$ cat src/rtl/c_rr_arbiter_v4_0_pkg.sv
// c_rr_arbiter_v4_0_pkg: shared constants, state encoding and sizing helper for the round-robin arbiter
package c_rr_arbiter_v4_0_pkg;

    typedef enum logic {
        ST_IDLE = 1'b0,
        ST_BUSY = 1'b1
    } arb_state_e;

    // A maximum hold of zero means a grant is never cut short.
    localparam int C_HOLD_UNLIMITED = 0;

    // The hold counter must reach C_MAX_HOLD-1; it keeps at least one bit even when unused.
    function automatic int hold_width(input int max_hold);
        return ($clog2(max_hold + 1) < 1) ? 1 : $clog2(max_hold + 1);
    endfunction

endpackage

$ cat src/rtl/c_rr_arbiter_v4_0_pick.sv
// c_rr_pick_v4_0: combinational rotating first-set search starting at ptr, wrapping modulo C_NUM_REQ
module c_rr_pick_v4_0
    import c_rr_arbiter_v4_0_pkg::*;
#(
    parameter int C_NUM_REQ   = 8,
    parameter int C_SEL_WIDTH = 3
) (
    input  logic [C_NUM_REQ-1:0]   req,
    input  logic [C_SEL_WIDTH-1:0] ptr,
    output logic [C_SEL_WIDTH-1:0] index,
    output logic                   found
);

    localparam int SW1 = C_SEL_WIDTH + 1;

    logic [C_NUM_REQ-1:0]   rot;
    logic [C_SEL_WIDTH-1:0] off;
    logic [SW1-1:0]         sum;

    // Rotate so ptr lands at bit 0, find the lowest set bit, then map the offset back to a real index.
    always_comb begin
        rot   = C_NUM_REQ'({req, req} >> ptr);
        off   = '0;
        found = 1'b0;
        for (int k = C_NUM_REQ - 1; k >= 0; k--) begin
            if (rot[k]) begin
                off   = C_SEL_WIDTH'(k);
                found = 1'b1;
            end
        end
        sum   = {1'b0, ptr} + {1'b0, off};
        index = C_SEL_WIDTH'((sum >= SW1'(C_NUM_REQ)) ? sum - SW1'(C_NUM_REQ) : sum);
    end

endmodule

$ cat src/rtl/c_rr_arbiter_v4_0.sv
// c_rr_arbiter_v4_0: round-robin arbiter with registered one-hot and binary grant and optional tenure limit
module c_rr_arbiter_v4_0
    import c_rr_arbiter_v4_0_pkg::*;
#(
    parameter int C_NUM_REQ   = 8,
    parameter int C_SEL_WIDTH = 3,
    parameter int C_MAX_HOLD  = 0,
    parameter int C_HAS_CE    = 0
) (
    input  logic                   clk,
    input  logic                   sclr_n,
    input  logic                   ce,
    input  logic [C_NUM_REQ-1:0]   req,
    output logic [C_NUM_REQ-1:0]   gnt,
    output logic [C_SEL_WIDTH-1:0] gnt_sel,
    output logic                   gnt_valid
);

    localparam int HW = hold_width(C_MAX_HOLD);

    arb_state_e             state;
    logic [C_SEL_WIDTH-1:0] ptr;
    logic [HW-1:0]          hold_cnt;
    logic [C_SEL_WIDTH-1:0] pick;
    logic [C_SEL_WIDTH-1:0] ptr_nxt;
    logic                   found;
    logic                   en;
    logic                   timeout;
    logic                   rel;

    c_rr_pick_v4_0 #(
        .C_NUM_REQ  (C_NUM_REQ),
        .C_SEL_WIDTH(C_SEL_WIDTH)
    ) u_pick (
        .req  (req),
        .ptr  (ptr),
        .index(pick),
        .found(found)
    );

    assign en      = (C_HAS_CE != 0) ? ce : 1'b1;
    assign timeout = (C_MAX_HOLD != C_HOLD_UNLIMITED) && (hold_cnt == HW'(C_MAX_HOLD - 1));
    // IDLE is treated as a permanent release so a single path handles first grants and hand-overs.
    assign rel     = (state == ST_IDLE) || !req[gnt_sel] || timeout;
    assign ptr_nxt = (pick == C_SEL_WIDTH'(C_NUM_REQ - 1)) ? '0 : pick + 1'b1;

    // Grant FSM: on release re-arbitrate from ptr (holder last, so a lone holder is re-granted), else count tenure.
    always_ff @(posedge clk) begin
        if (!sclr_n) begin
            state     <= ST_IDLE;
            gnt       <= '0;
            gnt_sel   <= '0;
            gnt_valid <= 1'b0;
            ptr       <= '0;
            hold_cnt  <= '0;
        end else if (en) begin
            if (rel) begin
                state     <= found ? ST_BUSY : ST_IDLE;
                gnt       <= found ? C_NUM_REQ'(1) << pick : '0;
                gnt_sel   <= found ? pick : '0;
                gnt_valid <= found;
                ptr       <= found ? ptr_nxt : ptr;
                hold_cnt  <= '0;
            end else begin
                hold_cnt  <= hold_cnt + 1'b1;
            end
        end
    end

endmodule

$ cat config.mk
export PLATFORM = sky130hd
export DESIGN_NAME = c_rr_arbiter_v4_0
export DESIGN_NICKNAME = d
export VERILOG_FILES = /design/src/rtl/c_rr_arbiter_v4_0_pkg.sv /design/src/rtl/c_rr_arbiter_v4_0_pick.sv /design/src/rtl/c_rr_arbiter_v4_0.sv
export SDC_FILE = /design/constraint.sdc
export NUM_CORES = 1
export LEC_CHECK = 0
export ABC_AREA = 1
export CAP_MARGIN = 20
export CORE_MARGIN = 1
export CORE_UTILIZATION = 55
export DETAILED_ROUTE_END_ITERATION = 7
export PLACE_DENSITY = 0.82
export SYNTH_ARGS = -nofsm -noshare
export SYNTH_HDL_FRONTEND = slang
export SYNTH_SLANG_ARGS = --single-unit
$ cat constraint.sdc
create_clock -name clk -period 6.24 [get_ports clk]
set_input_delay 1.248 -clock clk [delete_from_list [all_inputs] [get_ports clk]]
set_output_delay 1.248 -clock clk [all_outputs]
set_load 0.05 [all_outputs]
* Yosys cells after proc, flatten, opt, wreduce, memory -nomap -nowiden *
Cells that the tools add are included.

cells by class
  add/subtract/negate cells = 3
  magnitude comparators = 2
  equality and inequality tests = 1
  shift-type cells = 2
  muxes and demuxes = 23
  bitwise gates (word level) = 1
  reduce and logical (&&, ||, !) cells = 3

operators by type and width
  cell                   number
  $mux W3                11
  $shr A16 B3 Y8         1
  $mux W1                10
  $mux W8                1
  $shl A1 B3 Y8 const A  1
  $add A3 B3 Y4          1
  $ge A4 B4 Y1 const B   1
  $lt A3 B4 Y1 const B   1
  $add A3 B1 Y3 const B  1
  $bmux W1 S3            1
  $eq A3 B3 Y1 const B   1
  $sub A3 B1 Y3 const B  1
  $reduce_and A2 Y1      1
  $logic_not A1 Y1       1
  $logic_or A1 B1 Y1     1
  $not A1 Y1             1

word-level totals
  flip-flop bits (word level) = 16
  bits of input ports = 11
  output and inout port bits = 12
  word-level logic and storage cells = 40

* Depth between registers and ports, before layout *
  depth after elaboration = 14
  mapped depth = 21
  depth with buffers taken out = 20

* Modules after synthesis *
Synthesis repeated with hierarchy kept, for this count alone.

unflattened totals
  cell total of the unflattened synthesis = 215
  area total of the unflattened synthesis = 1355.0 um^2

modules (own cells, without submodules)
  module             instances  cells each  area each (um^2)  seq. area each (um^2)
  c_rr_arbiter_v4_0  1          118         847.1             300.3
  c_rr_pick_v4_0     1          97          508.0             0.0

* Least setup slack after synthesis *
OpenSTA, ideal clock, no wires.

  kind = input to register
  start = in req[0]
  end = reg ptr[2]
  library setup time = 122 ps
  arrival time = 3309 ps
  data required time = 6118 ps
  path slack = 2809 ps
  stages = 17
  path buffers = 0
  cells stage by stage = nand2_1 > nand3_2 > nand3_1 > nand2_2 > a21oi_1 > o21ai_0 > nand2_1 > a21oi_1 > ha_1 > fa_1 > xor2_1 > inv_1 > nand3_2 > nand2_4 > ha_1 > o21ai_1 > a21oi_1

between the ends
  word-level cells in the longest chain between the ends = 14
  elaborated cells between the ends (all ways) = 29
  classes of those cells = add/sub: 3; order compare: 1; eq/ne: 1; shift: 1; mux: 20; reduce/logical: 3

RTL lines
  element                                               line                          text
  start: declaration                                    c_rr_arbiter_v4_0.sv:13       input logic [C_NUM_REQ-1:0] req,
  $shr A16 B3 Y8 *                                      c_rr_arbiter_v4_0_pick.sv:22  rot = C_NUM_REQ'({req, req} >> ptr);
  $mux W3 (7 in a row)                                  c_rr_arbiter_v4_0_pick.sv:26  if (rot[k]) begin
  $mux W3 *                                             c_rr_arbiter_v4_0_pick.sv:26
  $add A3 B3 Y4 *                                       c_rr_arbiter_v4_0_pick.sv:31  sum = {1'b0, ptr} + {1'b0, off};
  $ge A4 B4 Y1 / $sub A3 B1 Y3 (equally long branches)  c_rr_arbiter_v4_0_pick.sv:32  index = C_SEL_WIDTH'((sum >= SW1'(C_NUM_REQ)) ? sum - SW1'(C_NUM_REQ) : sum);
  $mux W3 *                                             c_rr_arbiter_v4_0_pick.sv:32
  $add A3 B1 Y3 / $eq A3 B3 Y1 (equally long branches)  c_rr_arbiter_v4_0.sv:45       assign ptr_nxt = (pick == C_SEL_WIDTH'(C_NUM_REQ - 1)) ? '0 : pick + 1'b1;
  $mux W3 *                                             c_rr_arbiter_v4_0.sv:45
  named net ptr_nxt[2]                                  c_rr_arbiter_v4_0.sv:25       logic [C_SEL_WIDTH-1:0] ptr_nxt;
  end signal: assignment                                c_rr_arbiter_v4_0.sv:62       ptr <= found ? ptr_nxt : ptr;
  end: declaration                                      c_rr_arbiter_v4_0.sv:22       logic [C_SEL_WIDTH-1:0] ptr;

Mark *: on every way through the listed nets, which the timed path passes. The rest lies on a longest branch. The select of a mux whose other input is x is not followed.
A chain may end at the register's enable or synchronous reset.

* Final worst setup path *
  start = in req[5]
  end = reg ptr[2]

The elaborated chain is that of the path after synthesis.

==> impl_metrics.yaml <==
outcome:
  status: "finished, final reports clean"
clock_tree:
  cts-htree-levels: 1
  clock_path_buffers: 2
  cts_resized: 0
  cts.clk_slew.worst_paths_ps: 90
  postCtsSetupRepairBufs: 0
  cts-buffers-inserted: 3
  clockRootBuffer: "clkbuf_4"
  clkLatencyLatePin_ps: 290
  cts.sink_count: 15
  ctsHoldBuffers: 0
  cts_tree: "done"
synth:
  yosys.cell_types.count: 25
  mapped_area_um2: 1420
  syn-mean-instance-area_um2: 6.70
  cells_after_synthesis: 212
  synthesis.yosys.warnings: 0
  synth_fp_nets: 230
  postSynthRegisterBits: 15
  yosysSeqAreaShare_pct: 21.1
power:
  max-vdd-ir-drop_mv: 0.358
  cellLeakagePower_nw: 0.738
  powerDensity_nw_per_um2: 583
detailed_routing:
  drt-initial-drc-count: 43
  detail_route.wl_per_cell_um: 11.4
  drc_errors: 0
  dr_vias_cell: 5.21
  firstDrtPassIters: 4
  postRouteAntennaNets: 0
  drt_wl_total_mm: 2.96
  via_count: 1355
timing:
  maxClockFrequency_mhz: 251
  finalClockSkew_ps: 6.75
  timing.final.crit_period_ps: 3990
  timing.slew.headroom_pct: 60.3
  drv_slew: 0
  finalHoldViolations: 0
  final.setup.tns_ps: 0
  post-route-period-util_pct: 63.9
  setup_repair_after_global_routing_missed_its_margin: "no"
  setup_violations: 0
  worst_pin_slew_ps: 595
setup_path:
  worstReg2RegStart: "ptr[2]"
  worst_path_required_time_ps: 6420
  slowest_delay_ps: 550
  crit_path_max_fanout: 9
  crit_path_end_kind: "flop"
  r2r.worst_path.cells: 16
  worstPathBufferInverterCount: 3
  critical_path.slowest_cell: "clkdlybuf4s50_1"
  r2r_setup_slack_ps: 3060
  kind_of_cell_adding_the_most_delay_to_the_critical_path: "adder cells"
  worst_path_arrival_ps: 4170
  reg2reg_to: "ptr[2]"
  crit_type: "input pin to flop"
  worstPathCellList: "clkdlybuf4s50_1 > nand2_1 > nand3_2 > nand3_1 > nand2_1 > inv_1 > a21oi_1 > o21ai_0 > nand2_1 > a21oi_1 > ha_1 > fa_1 > xor2_1 > inv_1 > nand3_2 > nand2_4 > ha_1 > o21ai_1 > a21oi_1"
  critical_path_start_type: "input pin"
die:
  number_of_cell_rows: 18
  starting_density_of_the_core_pct: 57.8
  die_width_um: 52.8
  ios: 23
  die_h_um: 52.8
  core_um2: 2450
  floorplan.die_area_um2: 2790
placement:
  finalWeightedCongestion: 0.854
  number_of_buffer_cells_added_on_primary_ports: 21
  post_detailed_placement_cell_area_um2: 1620
  dpl.hpwl_mm: 2.37
global_routing:
  grtUsageMet3_pct: 0.870
  overflow_left_after_global_routing: 0
  grt_start_max_net_pins: 18
  grt_first_pass_wirelength_mm: 4.81
  antenna_found_initial: 0
  global_route.usage.met1_pct: 28.2
  grt_util_all_layers_pct: 23.6
  globalRoute.busiestLayer: "met2"
  gr-usage-met2_pct: 42.4
  first_global_vias: 1148
cells_and_area:
  design_area_um2: 1650
  insertedDiodeCount: 0
  drive_gt1_share_pct: 20.0
  fin_nets: 249
  fill_cells: 218
  area_delta_synth_final_pct: 15.9
worst_hold_path:
  min_from: "gnt[7]"
  worst_hold_path_type: "flop to flop"
  holdPathEnd: "gnt[7]"
  worst_hold_path.num_cells: 2
run:
  maximum_capacitance_violations: 0
-- worst max-delay path by stage --
stage / slack [ps] / from / to / depth (start not counted)
2_1_floorplan: 2810 / req[0] / ptr[2] / 17
3_3_place_gp: 1990 / req[5] / ptr[2] / 19
6_report: 2250 / req[5] / ptr[2] / 19
4_1_cts: 2230 / req[5] / ptr[2] / 19
5_1_grt: 1990 / req[5] / ptr[2] / 19
3_5_place_dp: 1910 / req[5] / ptr[2] / 19
-- final cells by class --
cell class,count,area [um^2],share of cell area (%)
well taps,30,37.5,2.28
multi-input cells,171,992,60.3
clock buffers,4,26.3,1.60
repair buffers,21,210,12.8
flip-flops and latches,15,300,18.3
inverters,19,78.8,4.79
-- where the power goes --
group	internal, mW	total, mW	switching [mW]
registers	0.130	0.182	0.0523
logic	0.259	0.722	0.463
clock network	0.0249	0.0560	0.0311
-- through the flow --
stage	instances	total power, mW	hold slack (ps)	utilization (%)	setup WS [ps]
floorplan	212	0.766	633	-	2810
global placement	256	0.892	457	66.0	1990
detailed placement	256	0.906	459	66.0	1910
CTS	260	0.963	473	67.0	2230
global route	260	1.06	497	67.0	1990
finish	260	0.960	468	67.0	2250
-- cells in the mapped netlist --
cell type	number	area (um^2)
nand2_2	11	68.8
nand2_1	55	206
o211ai_1	2	15.0
inv_2	2	7.51
a21oi_1	14	70.1
inv_1	15	56.3
ha_1	6	75.1
nor2_2	1	6.26
nand2_4	6	67.6
nand3_1	22	110
nor2_1	22	82.6
nor2_4	3	33.8
nand3b_1	1	7.51
nand3_2	18	180
fa_1	1	20.0
inv_4	1	6.26
buf_4	1	7.51
inv_6	1	8.76
dfxtp_1	15	300
o21ai_0	3	15.0
o21ai_1	5	25.0
buf_2	3	15.0
clkbuf_1	1	3.75
buf_6	2	22.5
xor2_1	1	8.76
-- worst min-delay path: cells and delay by family (launching register included) --
kind	cells	cell delay, ps
simple gates	1	60
compound gates	1	50
flops	1	320
-- placed cells by master, fill, tap and decap left out, drive strengths merged --
cell / count
o211ai: 2
inv: 19
clkdlybuf4s50: 21
nand3: 40
nand3b: 1
clkbuf: 4
dfxtp: 15
a21oi: 14
fa: 1
ha: 6
o21ai: 8
xor2: 1
nor2: 26
nand2: 72
-- sequential cells by signal (all words and copies together) (netlist names) --
name	count
gnt	8
gnt_sel	3
gnt_valid	1
ptr	3
-- layer usage --
metal	wire length, um	share of wire (%)	up-vias
met5	0	0	-
li1	-	-	725
met2	1460	49	21
met3	68	2.3	4
met1	1370	46	605
met4	55	1.9	0
-- cell families (layout without fill, tap and decap cells) --
kind of cell / after synthesis / in the layout / synth area share [%]
and+or+nand+nor: 139 / 139 / 53.7
buffers and inverters: 26 / 44 / 8.99
AOI/OAI and AO/OA: 24 / 24 / 8.81
DFF: 15 / 15 / 21.1
adders and majority gates: 7 / 7 / 6.70
xor gates and xnor gates: 1 / 1 / 0.617
Power figures use the tool's default switching activity.
